===== src/rtl/mult32x32_fast_sched.sv =====
// Operand scheduler for the 32x32 fast multiplier: accepts a/b pairs, launches the
// multiplier, waits out busy under a watchdog and hands back the 64-bit product.
module mult32x32_fast_sched #(
  parameter bit          BYPASS_ZERO    = 1'b1,
  parameter int unsigned TIMEOUT_CYCLES = 8
) (
  input  logic        clk,
  input  logic        reset_n,
  input  logic        in_valid,
  output logic        in_ready,
  input  logic [31:0] in_a,
  input  logic [31:0] in_b,
  output logic        start,
  output logic [31:0] a,
  output logic [31:0] b,
  output logic        a_msw_is_0,
  output logic        b_msw_is_0,
  input  logic        busy,
  input  logic [63:0] product,
  output logic        out_valid,
  input  logic        out_ready,
  output logic [63:0] out_prod,
  output logic        out_err
);

  localparam int CNT_W = $clog2(TIMEOUT_CYCLES + 1);
  localparam logic [CNT_W-1:0] CNT_MAX = '1;
  localparam logic [CNT_W-1:0] CNT_LAST = CNT_W'(TIMEOUT_CYCLES - 1);

  typedef enum logic [2:0] {
    S_IDLE,
    S_LAUNCH,
    S_WAIT_HI,
    S_WAIT_LO,
    S_RESULT
  } state_t;

  state_t           r_state;
  state_t           w_state_nxt;
  logic [CNT_W-1:0] r_cnt;
  logic [31:0]      r_a;
  logic [31:0]      r_b;
  logic             r_a_msw0;
  logic             r_b_msw0;
  logic [63:0]      r_prod;
  logic             r_err;

  logic w_accept;
  logic w_zero;
  logic w_waiting;
  logic w_done;
  logic w_timeout;

  assign in_ready  = (r_state == S_IDLE) || ((r_state == S_RESULT) && out_ready);
  assign w_accept  = in_valid && in_ready;
  assign w_zero    = BYPASS_ZERO && ((in_a == 32'd0) || (in_b == 32'd0));
  assign w_waiting = (r_state == S_WAIT_HI) || (r_state == S_WAIT_LO);
  assign w_done    = (r_state == S_WAIT_LO) && !busy;
  // A completing multiply takes priority over the watchdog firing in the same cycle.
  assign w_timeout = w_waiting && (r_cnt >= CNT_LAST) && !w_done;

  always_comb begin
    w_state_nxt = r_state;
    case (r_state)
      S_IDLE:    if (in_valid) w_state_nxt = w_zero ? S_RESULT : S_LAUNCH;
      S_LAUNCH:  w_state_nxt = S_WAIT_HI;
      S_WAIT_HI: if (busy) w_state_nxt = S_WAIT_LO;
      S_WAIT_LO: if (!busy) w_state_nxt = S_RESULT;
      S_RESULT: begin
        if (out_ready) w_state_nxt = in_valid ? (w_zero ? S_RESULT : S_LAUNCH) : S_IDLE;
      end
      default:   w_state_nxt = S_IDLE;
    endcase
    if (w_timeout) w_state_nxt = S_RESULT;
  end

  always_ff @(posedge clk or negedge reset_n) begin
    if (!reset_n) r_state <= S_IDLE;
    else          r_state <= w_state_nxt;
  end

  always_ff @(posedge clk or negedge reset_n) begin
    if (!reset_n) begin
      r_a      <= '0;
      r_b      <= '0;
      r_a_msw0 <= 1'b1;
      r_b_msw0 <= 1'b1;
      r_prod   <= '0;
      r_err    <= 1'b0;
      r_cnt    <= '0;
    end else begin
      if (w_accept) begin
        r_a      <= in_a;
        r_b      <= in_b;
        r_a_msw0 <= (in_a[31:16] == 16'd0);
        r_b_msw0 <= (in_b[31:16] == 16'd0);
        if (w_zero) begin
          r_prod <= '0;
          r_err  <= 1'b0;
        end
      end
      if (r_state == S_LAUNCH) r_cnt <= '0;
      else if (w_waiting && (r_cnt != CNT_MAX)) r_cnt <= r_cnt + 1'b1;
      if (w_done) begin
        r_prod <= product;
        r_err  <= 1'b0;
      end else if (w_timeout) begin
        r_prod <= '0;
        r_err  <= 1'b1;
      end
    end
  end

  assign start      = (r_state == S_LAUNCH);
  assign out_valid  = (r_state == S_RESULT);
  assign a          = r_a;
  assign b          = r_b;
  assign a_msw_is_0 = r_a_msw0;
  assign b_msw_is_0 = r_b_msw0;
  assign out_prod   = r_prod;
  assign out_err    = r_err;

endmodule

===== config.mk =====
export PLATFORM = sky130hd
export DESIGN_NAME = mult32x32_fast_sched
export DESIGN_NICKNAME = d
export VERILOG_FILES = /design/src/rtl/mult32x32_fast_sched.sv
export SDC_FILE = /design/constraint.sdc
export NUM_CORES = 1
export LEC_CHECK = 0
export BUFFER_PORTS_ARGS = -buffer_cell sky130_fd_sc_hd__clkbuf_2
export CAP_MARGIN = 10
export CORE_MARGIN = 2
export CORE_UTILIZATION = 48
export CTS_CLUSTER_DIAMETER = 200
export DETAILED_ROUTE_END_ITERATION = 7
export GPL_TIMING_DRIVEN = 0
export HOLD_SLACK_MARGIN = 0.02
export PLACE_DENSITY = 0.8
export SYNTH_ARGS = -nofsm -noshare
export SYNTH_HDL_FRONTEND = slang
export SYNTH_SLANG_ARGS = --single-unit

===== constraint.sdc =====
create_clock -name clk -period 2 [get_ports clk]
set_clock_uncertainty 0.15 [all_clocks]
set_input_delay 0.3 -clock clk [delete_from_list [all_inputs] [get_ports clk]]
set_output_delay 0.3 -clock clk [all_outputs]
set_load 0.005 [all_outputs]

## Yosys cells after proc, flatten, opt, wreduce, memory -nomap -nowiden

Cells that the tools add are included.

| word-level totals | value |
|---|---|
| register bits | 138 |
| bits of input ports | 133 |
| output and inout bits | 134 |
| logic and storage cells | 58 |

| cells by class | value |
|---|---|
| $add $sub $neg | 1 |
| magnitude comparators | 1 |
| equal/unequal tests | 9 |
| muxes and demuxes | 18 |
| reduce and logical (&&, ||, !) cells | 21 |

Operators by type and width:

| kind | number |
|---|---|
| two-way mux 64 bit | 4 |
| logical NOT 32 bit | 2 |
| logical NOT 16 bit | 2 |
| two-way mux 3 bit | 7 |
| case mux 3 bit (5 select lines) | 1 |
| inequality test 3 bit, second input constant | 3 |
| two-way mux 4 bit | 2 |
| equality test 3 x 2 -> 1 bit, second input constant | 2 |
| logical AND 1 bit | 6 |
| nonzero test 3 bit | 2 |
| adder 4 x 1 -> 4 bit, second input constant | 1 |
| greater-or-equal comparator 4 x 3 -> 1 bit, second input constant | 1 |
| two-way mux 1 bit | 4 |
| inequality test 4 bit, second input constant | 1 |
| AND reduction 4 bit | 1 |
| equality test 3 x 1 -> 1 bit, second input constant | 1 |
| equality test 3 bit, second input constant | 1 |
| logical NOT 3 bit | 1 |
| logical OR 1 bit | 3 |
| inequality test 3 x 1 -> 1 bit, second input constant | 1 |
| logical NOT 1 bit | 2 |
| AND reduction 2 bit | 1 |
| nonzero test 2 bit | 1 |

## Logic depth before layout (Yosys ltp)

| depth | value |
|---|---|
| depth in word-level cells | 7 |
| gate-level depth with buffers | 7 |
| depth with buffers taken out | 5 |

## Worst setup path before layout

No wires, ideal clock.

| path | value |
|---|---|
| kind | register to register |
| start point | register r_cnt[0] |
| end point | register r_state[2] |
| setup time | 0.118 ns |
| arrival time | 1.583 ns |
| data required time | 1.732 ns |
| slack | 0.149 ns |
| cell stages (with the launch flop) | 8 |
| buffers on the path | 2 |
| period minus slack after synthesis | 1.851 ns |
| cell sequence | dfrtp_1 > ha_1 > a21o_1 > and2_1 > clkbuf_2 > buf_6 > a211o_1 > a21o_1 |

| between the ends | value |
|---|---|
| longest elaborated chain between the ends | 5 |
| elaborated cells on any way between the ends | 9 |
| those cells by class | 1 x order compare; 4 x eq/ne; 1 x mux; 3 x reduce/logical |

Ends and longest elaborated chain:

| what | line | source |
|---|---|---|
| start, declared | 40 | `logic [CNT_W-1:0] r_cnt;` |
| start signal, assigned | 103 | `else if (w_waiting && (r_cnt != CNT_MAX)) r_cnt <= r_cnt + 1'b1;` |
| greater-or-equal comparator 4 x 3 -> 1 bit (*) | 60 | `assign w_timeout = w_waiting && (r_cnt >= CNT_LAST) && !w_done;` |
| logical AND 1 bit (*) (2 in series) | 60 |  |
| inequality test 3 x 1 -> 1 bit (no source line) or inequality test 3 bit (tied branches) | - |  |
| AND reduction 4 bit (no source line) | - |  |
| end signal, assigned | 79 | `else r_state <= w_state_nxt;` |
| end, declared | 38 | `state_t r_state;` |

Mark *: on every way between the ends. The rest lies on a longest branch, timed or not.
A chain may end at the register's enable or synchronous reset.

## Worst setup path in the final report

| path | value |
|---|---|
| start point | register r_cnt[0] |
| end point | register r_prod[50] (netlist: out_prod[50]) |

| between the ends | value |
|---|---|
| longest elaborated chain between the ends | 5 |
| elaborated cells on any way between the ends | 8 |
| those cells by class | 1 x order compare; 2 x mux; 5 x reduce/logical |

Ends and longest elaborated chain:

| what | line | source |
|---|---|---|
| greater-or-equal comparator 4 x 3 -> 1 bit (*) | 60 |  |
| logical AND 1 bit (*) (2 in series) | 60 |  |
| nonzero test 3 bit (no source line) or two-way mux 64 bit (tied branches) | - |  |
| AND reduction 2 bit (no source line) or two-way mux 64 bit (tied branches) | - |  |
| end signal, assigned | 105 | `r_prod <= product;` |
| end, declared | 45 | `logic [63:0] r_prod;` |

Marked as above.

==> metrics <==
hold worst-path end out_prod[19]$_DFFE_PN0P_; post-synthesis cell type count 37; Post-Synthesis Cells around 570; DR pass1 iterations 4; Synth top cells by count dfrtp_1 (136), nand2_1 (69), a31oi_1 (64), mux2_2 (64), o31ai_1 (64); status complete, no violations; Die Ht about 120 um; vias in the first global route approximately 6200; internal power a little under 9 mW; DRT antenna net count 0; Num CTS Buffers 17; pin count of the biggest net entering global routing roughly 110; Comb pwr share roughly two fifths; Vias/cell between 5 and 6; worst min-delay path class in -> reg; die area 14200 sq um; Area contributors post-synth dfrtp_1 (53%), mux2_2 (11%), o31ai_1 (7.5%); worst-margin pin slew 0.535 ns; pwr dens about 1400 nW/um^2; via count about 6100; syn nets roughly 710; Req. time, crit path 2.16 ns; largest area contributor in the netlist dfrtp_1; 1st-iter DRT viols 440; post-synth top area share 53.3%; relative slew slack 64.4%; WL met1 8040 um; root buf cell clkbuf_16; CORE AREA 13100 sq um; WL/cell ~19 um; Place WS -0.402 ns; Async SR Flop Fraction between 90% and 100%; Slew Limit Fails 0; initial core utilization ~49%; nets@finish 1070; # rows 42; Worst Setup Path Type reg -> reg; Final Instance Area 9520 sq um; min Tclk post-route approximately 1.9 ns; CP endpoint kind flop; Power, Total about 14 mW; Horiz. Die Dim 119 um; share of cells above drive strength 1 a little under half; #FFs+latches synth 138; Worst R2R Start r_cnt[0]$_DFFE_PN0P_; sw power around 4.8 mW; Met3 Routed Length roughly 1600 um; HPWL Detailed 13100 um; Max Used Layer met4; worst-case reg-to-reg path depth 6; DRT Wirelength roughly 21000 um; peak supply drop approximately 0.94 mV; met2 WL 10600 um; register area share after synthesis between 50% and 60%; final setup margin around 0.083 ns; CTS tree yes; switching share of total power about a third; WP data arrival ~2.1 ns; Final Hold Viols 0; IO Count roughly 270; initial antenna violation count 0; crit-path max FO 10; Peak Freq around 520 MHz; Syn Area/Cell around 11 sq um; gr usage total between 20% and 30%; P&R area growth vs syn 49.1%; flop-to-flop setup slack a little over 0.08 ns; buffers added on ports approximately 270; Clock Latency Late Sink between 0.4 and 0.5 ns; Clk pin slew, worst setup/hold paths roughly 0.06 ns; clock sink count 138; synthesized cell area about 6400 sq um; Area after DPL around 8000 sq um; leakage power about 4.8 nW; H-tree depth 4; Post-synth EDFFs 0; post-route DRC violation count 0; hold_sp product[19]; most frequent cell after synthesis dfrtp_1; RR Endpoint out_prod[50]$_DFFE_PN0P_; Setup violations, final 0; WHS Path Cells 4; antenna cell count 0; Final Util 72.4%; fin crit share 95.9%; clock power share 23.7%; crit start category flop; total gr overflow 0; Primary FF master, synth dfrtp_1; Flop pwr share 34.6%; Synth warnings 0; max-cap violations 0; CTS max path bufs 2; GPL Wtd Cong 0.822; global-route wire length before repair 32700 um
-- worst max-delay path: stages, from the launching register on --
cell and delay (ns):
dfrtp_1 0.39, ha_2 0.21, a21o_1 0.21, and2_1 0.23, buf_6 0.17, buf_6 0.15
o31ai_1 0.28
-- metal layers --
layer / vias up / track usage [%]
met1: 2989 / 33.8
met5: - / 0
met2: 270 / 51.2
met3: 52 / 9.34
li1: 2834 / -
met4: 0 / 12.3
-- kinds of logic (layout without fill, tap and decap cells) --
logic type	count (synthesis)	after routing	share of synthesized area (%)
flip-flops	138	138	54.1
adder cells (fa/ha/maj)	1	1	0.196
AND/OR/NAND/NOR	174	174	14.3
buffers and inverters	51	427	4.10
AO/OA/AOI/OAI	142	142	15.6
XOR/XNOR	2	2	0.274
multiplexers	65	65	11.4
-- cell type report --
cell class                 count  area (sq um)
inverter                       1          3.75
sequential                   138          3460
clock inverter                10           141
timing repair buffer         345          2150
tap                          176           220
multi-input combinational    384          2790
fill                         928          3620
clock buffer                  22           474
buffer                        49           273
-- per-stage QoR --
| step | cells | hold slack (ns) | TNS [ns] |
|---|---|---|---|
| global route | 1125 | 0.0441 | -0.00751 |
| global placement | 1015 | 0.320 | -274.55 |
| finish | 1125 | 0.0335 | 0 |
| detailed placement | 1016 | 0.0643 | -23.08 |
| floorplan | 573 | -0.146 | 0 |
| CTS | 1124 | 0.0201 | 0 |
-- sequential cells by signal, summed over array words and instances, names as in the netlist --
signal / cells
a_msw_is_0: 1
r_cnt: 4
out_err: 1
b_msw_is_0: 1
r_state: 3
a: 32
b: 32
out_prod: 64
-- timing repair --
action / CTS / global route
setup endpoints to repair: 64 / 62
pin swaps: 1 / 1
resized for setup: 13 / 36
setup buffers: 1 / 2
endpoints found under the hold margin: 106 / 0
hold buffers: 75 / 0
-- how the worst max path moves through the flow --
stage / depth (start not counted) / slack, ns / start / endpoint
after floorplan: 7 / 0.15 / r_cnt[0]$_DFFE_PN0P_ / r_state[2]$_DFFE_PN0P_
after global placement: 1 / -1.84 / reset_n / a[20]$_DFFE_PN0P_
after detailed placement: 7 / -0.40 / in_b[13] / out_prod[54]$_DFFE_PN0P_
after CTS: 7 / 0.003 / r_cnt[0]$_DFFE_PN0P_ / out_prod[53]$_DFFE_PN0P_
after global routing: 7 / -0.008 / r_state[2]$_DFFE_PN0P_ / out_prod[23]$_DFFE_PN0P_
final: 6 / 0.08 / r_cnt[0]$_DFFE_PN0P_ / out_prod[50]$_DFFE_PN0P_
-- power by group through the flow --
stage                     registers [mW]  clock network (mW)  logic (mW)
after global routing                4.88                3.43        6.26
after CTS                           4.68                3.30        5.47
after global placement              4.65                   0        5.08
after floorplan                     4.70                   0        3.12
after detailed placement            4.70                   0        5.21
final                               4.75                3.26        5.74
-- cell usage in the layout, fill, tap and decap left out, types with 2 or more instances in the layout --
cell	n
clkbuf_2	276
dfrtp_1	135
dlygate4sd3_1	75
nand2_1	69
mux2_2	64
a31oi_1	62
and2_1	59
o31ai_1	47
buf_2	27
clkbuf_16	17
o31ai_2	16
nor4_1	15
and2_0	7
clkbuf_1	6
nor2_1	5
buf_6	4
nand4_1	4
buf_4	4
a21oi_1	4
clkbuf_8	4
nand3_1	3
o21ai_0	3
bufinv_16	3
clkinv_4	3
nand2b_1	2
nor2b_1	2
a21o_1	2
a31oi_2	2
xor2_1	2
dfstp_2	2
clkinv_2	2
clkinvlp_4	2
(Power assumes the default switching activity.)
